$ cat config.mk
export PLATFORM = sky130hd
export DESIGN_NAME = spi_responder
export DESIGN_NICKNAME = d
export VERILOG_FILES = /design/src/rtl/spi_responder_pkg.sv /design/src/rtl/spi_responder_decoder.sv /design/src/rtl/spi_responder.sv
export SDC_FILE = /design/constraint.sdc
export NUM_CORES = 1
export LEC_CHECK = 0
export BUFFER_PORTS_ARGS = -buffer_cell sky130_fd_sc_hd__buf_4
export CAP_MARGIN = 5
export CORE_MARGIN = 2
export CORE_UTILIZATION = 35
export DETAILED_ROUTE_END_ITERATION = 8
export SLEW_MARGIN = 20
export SYNTH_ARGS = -nofsm -noshare
export SYNTH_HDL_FRONTEND = slang
export SYNTH_SLANG_ARGS = --single-unit
$ cat constraint.sdc
create_clock -name clock -period 8.1 [get_ports clock]
set_input_delay 2.43 -clock clock [delete_from_list [all_inputs] [get_ports clock]]
set_output_delay 2.43 -clock clock [all_outputs]
set_load 0.01 [all_outputs]
$ cat src/rtl/spi_responder_pkg.sv
// Shared definitions for the SPI card-side command responder: command indices,
// R1 bit positions, FSM encoding and the filler byte.
package spi_responder_pkg;

  localparam logic [5:0] CMD_GO_IDLE         = 6'd0;
  localparam logic [5:0] CMD_SEND_IF_COND    = 6'd8;
  localparam logic [5:0] CMD_SET_BLOCKLEN    = 6'd16;
  localparam logic [5:0] CMD_READ_SINGLE     = 6'd17;
  localparam logic [5:0] CMD_SD_SEND_OP_COND = 6'd41;
  localparam logic [5:0] CMD_APP_CMD         = 6'd55;
  localparam logic [5:0] CMD_READ_OCR        = 6'd58;

  localparam int R1_IDLE_BIT    = 0;
  localparam int R1_ILLEGAL_BIT = 2;

  localparam logic [7:0] FILLER_BYTE = 8'hFF;
  localparam logic [2:0] TAIL_LEN_4  = 3'd4;

  typedef enum logic [2:0] {
    ST_IDLE = 3'd0,
    ST_NCR  = 3'd1,
    ST_R1   = 3'd2,
    ST_TAIL = 3'd3,
    ST_DONE = 3'd4
  } state_t;

  function automatic logic [7:0] r1_byte(input logic illegal, input logic idle);
    logic [7:0] r1;
    r1                 = 8'h00;
    r1[R1_ILLEGAL_BIT] = illegal;
    r1[R1_IDLE_BIT]    = idle;
    return r1;
  endfunction

  // Tail bytes leave MSB first: index 0 is bits 31..24.
  function automatic logic [7:0] tail_byte(input logic [31:0] data, input logic [2:0] idx);
    logic [7:0] b;
    case (idx)
      3'd0:    b = data[31:24];
      3'd1:    b = data[23:16];
      3'd2:    b = data[15:8];
      3'd3:    b = data[7:0];
      default: b = FILLER_BYTE;
    endcase
    return b;
  endfunction

endpackage

$ cat src/rtl/spi_responder_decoder.sv
// Combinational command decode: maps index plus current flags to the R1 byte,
// the tail payload and the updated idle/app flags.
module spi_responder_decoder
  import spi_responder_pkg::*;
(
  input  logic [5:0]  cmd,
  input  logic [11:0] arg_low,
  input  logic        app_flag,
  input  logic        idle_flag,
  input  logic [30:0] ocr_low,
  output logic [7:0]  r1,
  output logic [2:0]  tail_len,
  output logic [31:0] tail_data,
  output logic        next_idle,
  output logic        next_app,
  output logic        read_req
);

  logic illegal_s;

  // Decode one command against the current card flags.
  always_comb begin
    illegal_s = 1'b0;
    next_idle = idle_flag;
    next_app  = 1'b0;
    tail_len  = 3'd0;
    tail_data = 32'h0000_0000;
    read_req  = 1'b0;
    case (cmd)
      CMD_GO_IDLE: begin
        next_idle = 1'b1;
      end
      CMD_SEND_IF_COND: begin
        tail_len  = TAIL_LEN_4;
        tail_data = {16'h0000, 4'h0, arg_low};
      end
      CMD_APP_CMD: begin
        next_app = 1'b1;
      end
      CMD_SD_SEND_OP_COND: begin
        if (app_flag) begin
          next_idle = 1'b0;
        end else begin
          illegal_s = 1'b1;
        end
      end
      CMD_READ_OCR: begin
        tail_len  = TAIL_LEN_4;
        tail_data = {~idle_flag, ocr_low};
      end
      CMD_SET_BLOCKLEN: begin
        tail_len = 3'd0;
      end
      CMD_READ_SINGLE: begin
        if (idle_flag) begin
          illegal_s = 1'b1;
        end else begin
          read_req = 1'b1;
        end
      end
      default: begin
        illegal_s = 1'b1;
      end
    endcase
    r1 = r1_byte(illegal_s, next_idle);
  end

endmodule

$ cat src/rtl/spi_responder.sv
// SPI card responder: after each accepted command emits NCR filler bytes, the R1
// byte and an optional tail, and triggers the block read stage for CMD17.
module spi_responder
  import spi_responder_pkg::*;
#(
  parameter int          NCR_BYTES = 1,
  parameter logic [31:0] OCR_LOW   = 32'h00FF_8000
) (
  input  logic        clock,
  input  logic        reset,
  input  logic        io_CommandValid,
  input  logic [5:0]  io_Command,
  input  logic [31:0] io_CommandArgument,
  output logic [7:0]  io_OutputByte,
  output logic        io_OutputValid,
  input  logic        io_OutputReady,
  output logic        io_Busy,
  output logic        io_InIdle,
  output logic        io_BlockReadRequest,
  output logic [31:0] io_BlockAddress
);

  localparam logic [2:0] NCR_LAST = 3'(NCR_BYTES - 1);

  state_t      state_r, state_s;
  logic [2:0]  cnt_r, cnt_s;
  logic        idle_r, idle_s;
  logic        app_r, app_s;
  logic [7:0]  r1_r, r1_s;
  logic [2:0]  tail_len_r, tail_len_s;
  logic [31:0] tail_data_r, tail_data_s;
  logic [31:0] arg_r, arg_s;
  logic        read_pend_r, read_pend_s;
  logic [7:0]  byte_r, byte_s;
  logic        valid_r, valid_s;
  logic        busy_r, busy_s;
  logic        req_r, req_s;
  logic [31:0] addr_r, addr_s;
  logic        xfer_s;

  logic [7:0]  dec_r1_s;
  logic [2:0]  dec_tail_len_s;
  logic [31:0] dec_tail_data_s;
  logic        dec_idle_s, dec_app_s, dec_read_s;

  spi_responder_decoder u_decoder (
    .cmd       (io_Command),
    .arg_low   (io_CommandArgument[11:0]),
    .app_flag  (app_r),
    .idle_flag (idle_r),
    .ocr_low   (OCR_LOW[30:0]),
    .r1        (dec_r1_s),
    .tail_len  (dec_tail_len_s),
    .tail_data (dec_tail_data_s),
    .next_idle (dec_idle_s),
    .next_app  (dec_app_s),
    .read_req  (dec_read_s)
  );

  // Next-state, counters and the next registered output byte.
  always_comb begin
    xfer_s      = valid_r & io_OutputReady;
    state_s     = state_r;
    cnt_s       = cnt_r;
    idle_s      = idle_r;
    app_s       = app_r;
    r1_s        = r1_r;
    tail_len_s  = tail_len_r;
    tail_data_s = tail_data_r;
    arg_s       = arg_r;
    read_pend_s = read_pend_r;
    req_s       = 1'b0;
    addr_s      = addr_r;
    case (state_r)
      ST_IDLE: begin
        if (io_CommandValid) begin
          state_s     = ST_NCR;
          cnt_s       = 3'd0;
          idle_s      = dec_idle_s;
          app_s       = dec_app_s;
          r1_s        = dec_r1_s;
          tail_len_s  = dec_tail_len_s;
          tail_data_s = dec_tail_data_s;
          read_pend_s = dec_read_s;
          arg_s       = io_CommandArgument;
        end else begin
          state_s = ST_IDLE;
        end
      end
      ST_NCR: begin
        if (xfer_s && (cnt_r == NCR_LAST)) begin
          state_s = ST_R1;
          cnt_s   = 3'd0;
        end else if (xfer_s) begin
          cnt_s = cnt_r + 3'd1;
        end else begin
          cnt_s = cnt_r;
        end
      end
      ST_R1: begin
        if (xfer_s) begin
          state_s = (tail_len_r != 3'd0) ? ST_TAIL : ST_DONE;
          cnt_s   = 3'd0;
          req_s   = read_pend_r;
          addr_s  = read_pend_r ? arg_r : addr_r;
        end else begin
          state_s = ST_R1;
        end
      end
      ST_TAIL: begin
        if (xfer_s && (cnt_r == (tail_len_r - 3'd1))) begin
          state_s = ST_DONE;
        end else if (xfer_s) begin
          cnt_s = cnt_r + 3'd1;
        end else begin
          cnt_s = cnt_r;
        end
      end
      ST_DONE: begin
        state_s     = ST_IDLE;
        read_pend_s = 1'b0;
      end
      default: begin
        state_s = ST_IDLE;
      end
    endcase

    // Output byte only changes with state/counter, hence only on a transfer.
    case (state_s)
      ST_NCR: begin
        valid_s = 1'b1;
        byte_s  = FILLER_BYTE;
      end
      ST_R1: begin
        valid_s = 1'b1;
        byte_s  = r1_s;
      end
      ST_TAIL: begin
        valid_s = 1'b1;
        byte_s  = tail_byte(tail_data_s, cnt_s);
      end
      default: begin
        valid_s = 1'b0;
        byte_s  = FILLER_BYTE;
      end
    endcase
    busy_s = (state_s != ST_IDLE);
  end

  // State register and registered outputs; reset aborts any response.
  always_ff @(posedge clock) begin
    if (reset) begin
      state_r     <= ST_IDLE;
      cnt_r       <= 3'd0;
      idle_r      <= 1'b1;
      app_r       <= 1'b0;
      r1_r        <= 8'h00;
      tail_len_r  <= 3'd0;
      tail_data_r <= 32'h0000_0000;
      arg_r       <= 32'h0000_0000;
      read_pend_r <= 1'b0;
      byte_r      <= FILLER_BYTE;
      valid_r     <= 1'b0;
      busy_r      <= 1'b0;
      req_r       <= 1'b0;
      addr_r      <= 32'h0000_0000;
    end else begin
      state_r     <= state_s;
      cnt_r       <= cnt_s;
      idle_r      <= idle_s;
      app_r       <= app_s;
      r1_r        <= r1_s;
      tail_len_r  <= tail_len_s;
      tail_data_r <= tail_data_s;
      arg_r       <= arg_s;
      read_pend_r <= read_pend_s;
      byte_r      <= byte_s;
      valid_r     <= valid_s;
      busy_r      <= busy_s;
      req_r       <= req_s;
      addr_r      <= addr_s;
    end
  end

  assign io_OutputByte       = byte_r;
  assign io_OutputValid      = valid_r;
  assign io_Busy             = busy_r;
  assign io_InIdle           = idle_r;
  assign io_BlockReadRequest = req_r;
  assign io_BlockAddress     = addr_r;

endmodule
==> impl.org, run 1 <==
** Status
- The flow ran to the end, and the final reports show no timing, DRC or antenna violations.

** Finish
- At the end of the flow the core is filled with cells to 0.451.
- In the final layout, the multi-input gates occupy 2180 um2.
- In the layout the commonest cells are sky130_fd_sc_hd__nand2_1 (146), sky130_fd_sc_hd__dfxtp_1 (125), sky130_fd_sc_hd__a21oi_1 (90), sky130_fd_sc_hd__buf_4 (86), sky130_fd_sc_hd__nor2_1 (50).
- Area overhead of the layout relative to synthesis :: 27.5%
- Antenna diode instance count :: 0
- Most common cell after layout, fill and taps aside :: sky130_fd_sc_hd__nand2_1
- Fill cells in the final layout number 1351.
- Sequential cell area :: 2500 um2
- Fraction of layout instances using a drive strength above 1 :: 0.198
- Number of nets at the end of the flow :: 698

** Timing
- Period utilisation layout :: 0.568
- Final worst path period need :: 4.60 ns
- On the final layout, the worst clock skew is 0.00940 ns.
- Static timing analysis puts the maximum clock frequency at 217 MHz.
- The number of slew-limit violations in the final report was 0.
- Setup-violating endpoint count in the final report :: 0
- Worst hold-check slack :: 0.451 ns
- Count of endpoints failing hold in the final timing report :: 0
- At the pin with the least slew margin, the transition time is 1.02 ns.
- Worst slew margin :: 0.321
- Sum Neg Setup Slack :: 0 ns
- Unrepaired setup endpoints after global routing :: no

** Synthesis
- Flip-flop and latch count after synthesis :: 125
- Number of flops mapped to enable cells by yosys :: 0
- Gate Count Post-Synth :: 589
- The number of nets in the synthesized netlist is 634.
- The cell area that synthesis handed to floorplanning was 4850 um2.
- The synthesized netlist contains 55 unique library cells.
- The average instance in the mapped netlist occupies 8.24 um2.
- Sequential share of the synthesized area :: 0.515
- By area the synthesized netlist is led by sky130_fd_sc_hd__dfxtp_1 (52%), sky130_fd_sc_hd__nand2_1 (11%), sky130_fd_sc_hd__a21oi_1 (9.3%), sky130_fd_sc_hd__nor2_1 (3.9%), sky130_fd_sc_hd__clkbuf_1 (2.5%).
- Dominant cell type by area after synthesis :: sky130_fd_sc_hd__dfxtp_1
- Counting flops with an async set or reset pin after synthesis yields a share of 0.
- During synthesis, Yosys emitted a total of 0 warnings.
- The share of synthesized area in the top cell type comes to 0.515.
- The most used flip-flop cell after synthesis is sky130_fd_sc_hd__dfxtp_1.

** CTS
- Number of buffers created by CTS :: 17
- Quantity of gates resized following cts :: 0
- CTS sink count :: 125
- Hold repair after CTS inserted 0 buffers.
- Longest Clk Path Bufs :: 2
- After clock tree synthesis, the clock-pin slew on the worst setup and hold paths is 0.06 ns.
- Setup repair bufs after CTS :: 0
- The later pin in the worst-skew pair is clocked with a latency of 0.40 ns.
- The H-tree was split into 4 levels.
- In this run the clock root is driven by a sky130_fd_sc_hd__clkbuf_16.
- TritonCTS built the clock tree.

** Routing
- Wires add up to 11.9 mm.
- The count of nets left with antenna violations once routing finished came out at 0.
- Number of search-and-repair iterations in the first detailed-routing pass :: 4
- Top Metal Used :: met4
- The detailed router placed 4115 vias in this run.
- After detailed routing, the number of remaining DRC violations is 0.
- Via density :: 4.87
- The detailed router finished its first iteration with 369 violations.
- Dividing the detail-routed wire length by the instance count gives 14.1 um.
- Wire segments on met2 add up to 5.39 mm in the final route.
- In the detailed route, the total length drawn on met3 is 488 um.
- Post-Route M1 WL :: 5.92 mm

** Floorplanning
- Count of standard-cell rows :: 43
- Core Footprint :: 13700 um2
- Die outline height :: 122 um
- From left edge to right edge, the die measures 122 um.
- For this configuration, the core starts out at a cell density of 0.354.
- The die covers 14800 um2.
- In this run the count of I/O pins placed on the die edge is 86.

** Hold path
- WHS Path Cells :: 2
- Class of the tightest hold or removal check :: reg2reg

** GRT
- Antenna violations before repair :: 0
- Global-route congestion overflow total :: 0
- Across every metal layer, demand over resource in global routing totals 0.160.
- Global-route wire length before repair :: 18.9 mm
- Maximum number of pins on one net before global-route repair :: 100
- The number of global-route vias before repair is 3837.

** Power and ir drop
- In this run the static leakage power is 2.40 nW.
- For this design the ratio of total power to cell area is 257 nW/um2.
- Largest vdd supply drop :: 166 uV

** Critical path
- Critical Path RT :: 8.43 ns
- STA puts the critical path data arrival time at 4.93 ns.
- Type of the worst setup path :: in2reg
- Worst Setup Start Kind :: input port
- Of all nets on the critical path, the largest fanout is 17.
- Element type at the critical path end :: flop
- The number of cells on the worst reg-to-reg path is 9.

** Place
- HPWL after DPL :: 7.95 mm
- Quantity of I/O buffers inserted on ports :: 85
- Routability-driven placement finished with a final weighted congestion of 0.805.

** Run
- Max-cap violations in this run came to 0.
cell usage after synthesis (3+ instances only):
| cell | number |
|---|---|
| sky130_fd_sc_hd__or2_2 | 5 |
| sky130_fd_sc_hd__o21ai_0 | 11 |
| sky130_fd_sc_hd__nor3_1 | 8 |
| sky130_fd_sc_hd__buf_1 | 4 |
| sky130_fd_sc_hd__nand3_1 | 8 |
| sky130_fd_sc_hd__or3_1 | 3 |
| sky130_fd_sc_hd__nor2b_1 | 8 |
| sky130_fd_sc_hd__a21oi_1 | 90 |
| sky130_fd_sc_hd__o211ai_1 | 4 |
| sky130_fd_sc_hd__and3_1 | 3 |
| sky130_fd_sc_hd__a31oi_1 | 4 |
| sky130_fd_sc_hd__nor2_1 | 50 |
| sky130_fd_sc_hd__inv_1 | 4 |
| sky130_fd_sc_hd__a211oi_1 | 5 |
| sky130_fd_sc_hd__nand2_1 | 147 |
| sky130_fd_sc_hd__dfxtp_1 | 125 |
| sky130_fd_sc_hd__and2_1 | 19 |
| sky130_fd_sc_hd__ha_1 | 3 |
| sky130_fd_sc_hd__nand2b_1 | 5 |
| sky130_fd_sc_hd__nand4_1 | 4 |
| sky130_fd_sc_hd__clkbuf_1 | 32 |
registers in the layout (all words and copies together) (netlist names):
name and flops:
r1_r 8, io_BlockAddress 32, app_r 1, cnt_r 3, arg_r 32, io_InIdle 1, tail_len_r 1, read_pend_r 1
tail_data_r 32, io_BlockReadRequest 1, state_r 3, io_OutputValid 1, io_OutputByte 8, io_Busy 1
power breakdown:
group	internal (W)	total [W]	switching [W]
clock	0.000515	0.000788	0.000273
sequential	0.000642	0.000662	0.0000205
combinational	0.0000549	0.000138	0.0000836
logic make-up after synthesis:
kind of cell / after synthesis / synth area share
xor+xnor: 1 / 0.00180
compound gates: 135 / 0.161
simple gates: 275 / 0.260
buf+inv: 45 / 0.0387
mux: 5 / 0.0160
flops: 125 / 0.515
fa+ha+maj: 3 / 0.00773
layer usage:
metal,global-route usage,vias to the layer above
li1,-,2128
met4,0.0489,0
met3,0.0365,10
met2,0.245,95
met5,0,-
met1,0.225,1882
per-stage QoR:
step                      total power, W  std cells  area, um2  setup WS (ns)
after floorplan                 0.000758        589       4850           3.65
final                            0.00159        845       6190           3.50
after global placement          0.000811        814       5560           3.02
after CTS                        0.00160        845       6180           3.26
after detailed placement        0.000812        814       5570           2.88
after global routing             0.00165        845       6190           3.32
cell type report:
type | count | area share
clock buffers | 17 | 0.0687
clock inverters | 14 | 0.0311
inverters | 4 | 0.00243
multi-input cells | 419 | 0.353
flip-flops and latches | 125 | 0.404
well taps | 180 | 0.0364
repair buffers | 86 | 0.104
worst paths after layout:
path,from,endpoint,slack (ns)
worst max register to register,io_OutputValid$_SDFF_PP0_,io_OutputByte[2]$_SDFF_PP1_,5.19
worst min register to register,arg_r[28]$_SDFFE_PP0P_,io_BlockAddress[28]$_SDFFE_PP0P_,0.45
worst min-delay path,arg_r[28]$_SDFFE_PP0P_,io_BlockAddress[28]$_SDFFE_PP0P_,0.45
worst max-delay path,io_OutputReady,io_OutputByte[2]$_SDFF_PP1_,3.50
critical path, cell delays in order:
cell	delay, ns
sky130_fd_sc_hd__buf_4	0.10
sky130_fd_sc_hd__and2_1	0.25
sky130_fd_sc_hd__inv_1	0.07
sky130_fd_sc_hd__ha_1	0.17
sky130_fd_sc_hd__nor4bb_1	0.12
sky130_fd_sc_hd__a221o_1	0.32
sky130_fd_sc_hd__a211oi_4	0.61
sky130_fd_sc_hd__nand4_1	0.28
sky130_fd_sc_hd__or3b_1	0.41
sky130_fd_sc_hd__a31oi_1	0.15
Note: power is estimated with default switching activity, not from simulation.
==> run 2, diff against run 1 <==
==> constraint.sdc (replaced) <==
create_clock -name clock -period 4.7 [get_ports clock]
set_input_delay 1.41 -clock clock [delete_from_list [all_inputs] [get_ports clock]]
set_output_delay 1.41 -clock clock [all_outputs]
set_load 0.01 [all_outputs]
==> impl.org, run 2 (synthesis results as in run 1) <==
** Power and ir drop
- Largest vdd supply drop :: 249 uV
- Summed over all cells, the static leakage comes to 2.39 nW.
- Summing internal, switching and leakage power gives 0.00270 W.
- PD cells :: 437 nW/um2

** Routing
- The first detailed-routing pass ran for 6 iterations.
- Final ANT Viol Nets :: 0
- DRC Markers :: 0
- Detailed-route via count :: 4202
- After detailed routing, the average wire length per cell comes to 14.0 um.
- Wires add up to 11.9 mm.
- Via density :: 4.96
- Count of routing violations after the opening detailed-route iteration :: 411

** Place
- HPWL after DPL :: 8.17 mm
- Cell area reported after detailed placement :: 5580 um2
- Quantity of I/O buffers inserted on ports :: 85
- Routability-driven placement finished with a final weighted congestion of 0.862.
- Total placed cells including tap cells :: 816

** Finish
- 0 antenna diodes ended up in the layout.
- At the end of the flow, the number of nets in the layout was 700.
- Area overhead of the layout relative to synthesis :: 27.4%
- The finished cells cover 6190 um2.
- Most common cell after layout, fill and taps aside :: sky130_fd_sc_hd__nand2_1
- Number of filler cells placed in the layout :: 1356
- Fraction of layout instances using a drive strength above 1 :: 0.202
- In the layout the commonest cells are sky130_fd_sc_hd__nand2_1 (146), sky130_fd_sc_hd__dfxtp_1 (125), sky130_fd_sc_hd__a21oi_1 (90), sky130_fd_sc_hd__buf_4 (88), sky130_fd_sc_hd__nor2_1 (50).
- Non-filler instance count after layout :: 848

** CTS
- TritonCTS built the clock tree.
- Post-CTS repair changed the size of 0 cells.
- Clock insertion delay at the later pin of the skew report :: 0.41 ns
- Number of buffers inserted by hold repair at cts :: 0
- CTS sink count :: 125
- Number of H-tree levels :: 4
- Counting along the longest clock path gives a buffer depth of 2.
- Setup repair bufs after CTS :: 0
- Buffer cell driving the clock tree root :: sky130_fd_sc_hd__clkbuf_16
- Number of buffers created by CTS :: 17
- Clock edge transition at the registers on the reported setup and hold paths :: 0.06 ns

** GRT
- Summed over all layers, the global routing overflow is 0.
- The number of antenna violations at the first check in global routing came to 0.
- Across every metal layer, demand over resource in global routing totals 0.161.
- The first global-routing pass estimated 19.0 mm of wire.
- Maximum number of pins on one net before global-route repair :: 100
- The number of global-route vias before repair was 3812.

** Floorplanning
- The initial utilization of the core area, before any placement, comes to 0.354.
- Core Footprint :: 13700 um2
- The floorplan step set the die height to 122 um.
- Count of standard-cell rows :: 43
- Pin placement for this block handled 86 I/O pins.
- The die covers 14800 um2.
- The die is 122 um wide.

** Timing
- Setup-violating endpoint count in the final report :: 0
- Setup repair after global routing left no endpoint under its margin.
- Period utilisation layout :: 0.700
- Slew @ Worst Pin :: 1.01 ns
- Count of endpoints failing hold in the final timing report :: 0
- Worst clock skew :: 0.0131 ns
- Worst slew margin :: 0.326
- Final worst path period need :: 3.29 ns
- Number of max-slew violations in the final report :: 0
- Setup total negative slack on the finished layout was measured at 0 ns.
- F_max :: 304 MHz

** Critical path
- The signal on the critical path passes through buf_4 > or2_2 > a311oi_1 > and3b_1 > o21ai_0 > o32a_1.
- Data arrives at the worst endpoint at 3.58 ns.
- Worst Path Buf+Inv :: 1
- Cell at the slowest stage of the critical path :: sky130_fd_sc_hd__a311oi_1
- The worst setup path is launched from an input port.
- Highest fanout seen on the critical path :: 99
- STA classifies the critical path endpoint as a flop.
- Kind of cell adding the most delay to the critical path :: compound AO/OA/AOI/OAI gates
- Setup slack of the most critical reg-to-reg path :: 1.95 ns
- For the worst flop-to-flop path, the logic depth is 5.
- Type of the worst setup path :: in2reg
- In this run the critical register-to-register path is captured at io_OutputByte[3]$_SDFF_PP1_.
- On the worst path, the slowest cell contributes a delay of 0.46 ns.
- In this run the critical register-to-register path is launched from state_r[0]$_SDFF_PP0_.
- Critical Path RT :: 4.99 ns

** Hold path
- The worst hold path passes through 2 cells.
- In this run the most critical hold path is launched from arg_r[4]$_SDFFE_PP0P_.
- Hold Crit Endpoint :: io_BlockAddress[4]$_SDFFE_PP0P_
- The worst hold path belongs to the class reg2reg.

** Status
- The run finished with clean final reports.

** Run
- Max-cap violations in this run came to 0.
==> run 2: cell types whose count changed in the layout (fill, tap and decap cells not counted), sizes merged <==
| cell | delta |
|---|---|
| buf | +2 |
| bufinv | -1 |
| clkbuf | +1 |
| clkinv | +1 |
| clkinvlp | +1 |
| inv | -1 |
==> run 2: worst max path at each step <==
stage | start | to | cells after the start
floorplan | io_OutputReady | io_OutputByte[1]$_SDFF_PP1_ | 10
global placement | io_CommandValid | io_OutputByte[3]$_SDFF_PP1_ | 6
detailed placement | io_CommandValid | io_OutputByte[3]$_SDFF_PP1_ | 6
CTS | io_CommandValid | io_OutputByte[3]$_SDFF_PP1_ | 6
global route | reset | io_OutputByte[0]$_SDFF_PP1_ | 6
finish | reset | io_OutputByte[0]$_SDFF_PP1_ | 6
==> run 2: metal layers <==
| layer | vias up | global-route usage | wire [um] |
|---|---|---|---|
| li1 | 2129 | - | - |
| met1 | 1957 | 0.222 | 5830 |
| met2 | 100 | 0.248 | 5380 |
| met3 | 16 | 0.0342 | 495 |
| met4 | 0 | 0.0618 | 184 |
| met5 | - | 0 | 0 |
==> run 2: worst register-to-register path, cell delays in order, from the launching register on <==
cell and delay, ns:
sky130_fd_sc_hd__dfxtp_1 0.44, sky130_fd_sc_hd__or4b_4 0.93, sky130_fd_sc_hd__nor4_4 0.54, sky130_fd_sc_hd__a21oi_1 0.11
sky130_fd_sc_hd__mux4_2 0.48, sky130_fd_sc_hd__a21oi_1 0.18
==> run 2: layout make-up <==
cell class                      count  area [um2]  share of cell area
Clock inverter                     14         166              0.0269
Inverter                            4        15.0             0.00243
Timing Repair Buffer               88         661               0.107
Clock buffer                       18         439              0.0710
Sequential cell                   125        2500               0.405
Tap cell                          180         225              0.0364
Multi-Input combinational cell    419        2180               0.352
==> run 2: through the flow <==
stage | setup WS, ns | hold WS, ns | utilization
after floorplan | 1.27 | 0.420 | -
after global placement | 1.07 | 0.444 | 0.406
after detailed placement | 0.989 | 0.445 | 0.407
after CTS | 1.40 | 0.451 | 0.451
after global routing | 1.27 | 0.466 | 0.451
final | 1.41 | 0.442 | 0.451
==> run 2: report_power, final <==
| part | internal (W) | switching, W | leakage (nW) |
|---|---|---|---|
| combinational | 0.0000965 | 0.000144 | 1.08 |
| clock | 0.000847 | 0.000471 | 0.300 |
| sequential | 0.00111 | 0.0000355 | 1.01 |
==> run 3, diff against run 2 <==
==> constraint.sdc (replaced) <==
create_clock -name clock -period 3.2 [get_ports clock]
set_input_delay 0.96 -clock clock [delete_from_list [all_inputs] [get_ports clock]]
set_output_delay 0.96 -clock clock [all_outputs]
set_load 0.01 [all_outputs]
==> impl.org, run 3 (synthesis results as in run 1) <==
** Status
- The run finished with clean final reports.

** Critical path
- In this run the critical register-to-register path is launched from state_r[1]$_SDFF_PP0_.
- Critical Path RT :: 3.54 ns
- R2R Path End :: io_OutputByte[6]$_SDFF_PP1_
- Counting cells, the worst reg-to-reg path comes to 7.
- Of all nets on the critical path, the largest fanout is 15.
- STA puts the critical path data arrival time at 3.00 ns.
- The worst setup path is launched from an input port.
- The worst setup path is captured at a flop.
- The worst register-to-register path has a setup slack of 0.70 ns.
- Type of the worst setup path :: in2reg

** Timing
- Unrepaired setup endpoints after global routing :: no
- In the final timing run, aggregate negative setup slack is 0 ns.
- Setup violations remaining at the end of the flow were counted as 0.
- The final-report hold violation count came to 0.
- Slew @ Worst Pin :: 0.952 ns
- F_max :: 376 MHz
- Period utilisation layout :: 0.831
- In this run the tightest slew margin relative to its limit is 0.365.
- Worst clock skew :: 0.00826 ns
- Hold is met by 0.449 ns.
- Number of max-slew violations in the final report :: 0
- Final worst path period need :: 2.66 ns
- Smallest setup slack after layout :: 0.542 ns

** GRT
- Global-route congestion overflow total :: 0
- Entering global routing, the biggest net connects 96 pins.
- The first global-routing pass estimated 19.7 mm of wire.
- Total track usage :: 0.168
- Number of global-route vias before repair :: 4030
- The number of antenna violations at the first check in global routing came to 0.

** Place
- Total placed cells including tap cells :: 823
- Worst setup slack after placement :: 0.184 ns
- The placed instances occupy a cell area of 5630 um2.
- Input and output buffers added on the ports amount to 85.
- The congestion estimate from routability-driven global placement came to 0.890.
- HPWL after DPL :: 8.25 mm

** Floorplanning
- For this configuration, the core starts out at a cell density of 0.354.
- Die outline height :: 122 um
- The die is 122 um wide.
- Pin placement for this block handled 86 I/O pins.
- The floorplan step defined a die boundary enclosing 14800 um2.
- After floorplanning, the core was divided into 43 placement rows.
- Core Footprint :: 13700 um2

** Finish
- Of the cells placed in the final design, the portion with a size suffix greater than 1 is 0.209.
- Leading cell types in the layout, fill and taps excluded :: sky130_fd_sc_hd__nand2_1 (147), sky130_fd_sc_hd__dfxtp_1 (125), sky130_fd_sc_hd__buf_4 (95), sky130_fd_sc_hd__a21oi_1 (90), sky130_fd_sc_hd__nor2_1 (50)
- The net count of the finished layout is 707.
- The library cell used most frequently in the layout, excluding fill and tap cells, is sky130_fd_sc_hd__nand2_1.
- Summing all multi-input logic gate instances after layout gives 2170 um2.
- Number of filler cells placed in the layout :: 1332
- Non-filler instance count after layout :: 855
- After routing the design area is 6250 um2.
- The number of antenna diodes in the final layout is 0.
- Sequential cell area :: 2500 um2
- Area overhead of the layout relative to synthesis :: 28.8%

** Power and ir drop
- The worst-case IR drop observed on VDD is 387 uV.
- Static power due to leakage :: 2.43 nW
- PD cells :: 647 nW/um2

** CTS
- Longest Clk Path Bufs :: 2
- Number of buffers inserted by hold repair at cts :: 0
- After clock tree synthesis, the clock-pin slew on the worst setup and hold paths is 0.06 ns.
- CTS tree :: built
- The later pin in the worst-skew pair is clocked with a latency of 0.42 ns.
- TritonCTS created 17 clock buffers.
- Number of H-tree levels :: 4
- The number of setup buffers added after CTS is 0.
- The clock net in this run drives a total of 125 sinks.
- Gates resized during post-CTS repair numbered 0.
- The tree is rooted in a sky130_fd_sc_hd__clkbuf_16.

** Routing
- Count of routing violations after the opening detailed-route iteration :: 341
- Number of search-and-repair iterations in the first detailed-routing pass :: 4
- Final routed wire length divided by cell count :: 14.1 um
- Via density :: 4.95
- DRC Markers :: 0
- The final layout contains routed wiring with a total length of 12.1 mm.
- Detailed-route via count :: 4234
- Once detail routing completed, the nets flagged for antenna violations numbered 0.

** Hold path
- The startpoint identified for the worst hold timing path is arg_r[9]$_SDFFE_PP0P_.
- Counting instances, the worst hold path has a depth of 2.
- Class of the tightest hold or removal check :: reg2reg
- Hold Crit Endpoint :: io_BlockAddress[9]$_SDFFE_PP0P_

** Run
- The tool flagged a number of max-cap violations equal to 0.
## run 3: cell count changes in the layout (fill, tap and decap cells not counted)
| cell | previous run | this run |
|---|---|---|
| sky130_fd_sc_hd__inv_8 | 0 | 1 |
| sky130_fd_sc_hd__buf_4 | 88 | 95 |
| sky130_fd_sc_hd__clkinv_2 | 5 | 1 |
| sky130_fd_sc_hd__nand2_1 | 146 | 147 |
| sky130_fd_sc_hd__clkinvlp_4 | 1 | 2 |
| sky130_fd_sc_hd__inv_6 | 2 | 4 |
| sky130_fd_sc_hd__nand2_2 | 1 | 0 |
## run 3: final cells by class
cell class	instances	area share
Clock buffer	18	0.0702
Sequential cell	125	0.400
Inverter	4	0.00240
Tap cell	180	0.0360
Timing Repair Buffer	95	0.114
Multi-Input combinational cell	419	0.348
Clock inverter	14	0.0292
## run 3: worst max-delay path: stages
cell                       delay (ns)
sky130_fd_sc_hd__buf_4           0.12
sky130_fd_sc_hd__and2_1          0.14
sky130_fd_sc_hd__inv_1           0.06
sky130_fd_sc_hd__ha_1            0.12
sky130_fd_sc_hd__nor4bb_1        0.24
sky130_fd_sc_hd__a221o_1         0.19
sky130_fd_sc_hd__a211oi_2        0.06
sky130_fd_sc_hd__buf_4           0.21
sky130_fd_sc_hd__or3_1           0.43
sky130_fd_sc_hd__or2_2           0.30
sky130_fd_sc_hd__a31oi_1         0.17
## run 3: through the flow
stage	power [W]	utilization
floorplan	0.00192	-
global placement	0.00207	0.410
detailed placement	0.00207	0.410
CTS	0.00408	0.456
global route	0.00420	0.456
finish	0.00404	0.456
## run 3: worst max-delay path by stage
stage	endpoint	slack [ns]	start	cells after the start
6_report	io_OutputByte[6]$_SDFF_PP1_	0.54	io_OutputReady	11
5_1_grt	io_OutputByte[4]$_SDFF_PP1_	0.37	io_OutputReady	11
4_1_cts	io_OutputByte[0]$_SDFF_PP1_	0.59	io_OutputReady	11
3_5_place_dp	io_OutputByte[0]$_SDFF_PP1_	0.18	io_OutputReady	11
3_3_place_gp	io_OutputByte[4]$_SDFF_PP1_	0.24	io_OutputReady	11
2_1_floorplan	io_OutputByte[1]$_SDFF_PP1_	0.22	io_OutputReady	10
## run 3: routing by layer
layer | up-vias | GRT usage | part of all wire
li1 | 2142 | - | -
met1 | 1976 | 0.225 | 0.48
met2 | 100 | 0.261 | 0.45
met3 | 16 | 0.0393 | 0.045
met4 | 0 | 0.0704 | 0.019
met5 | - | 0 | 0
## run 3: where the power goes
| group | internal (W) | leakage [nW] | switching (W) |
|---|---|---|---|
| sequential | 0.00162 | 1.01 | 0.0000514 |
| combinational | 0.000152 | 1.11 | 0.000216 |
| clock | 0.00126 | 0.300 | 0.000739 |
| total | 0.00304 | 2.43 | 0.00101 |
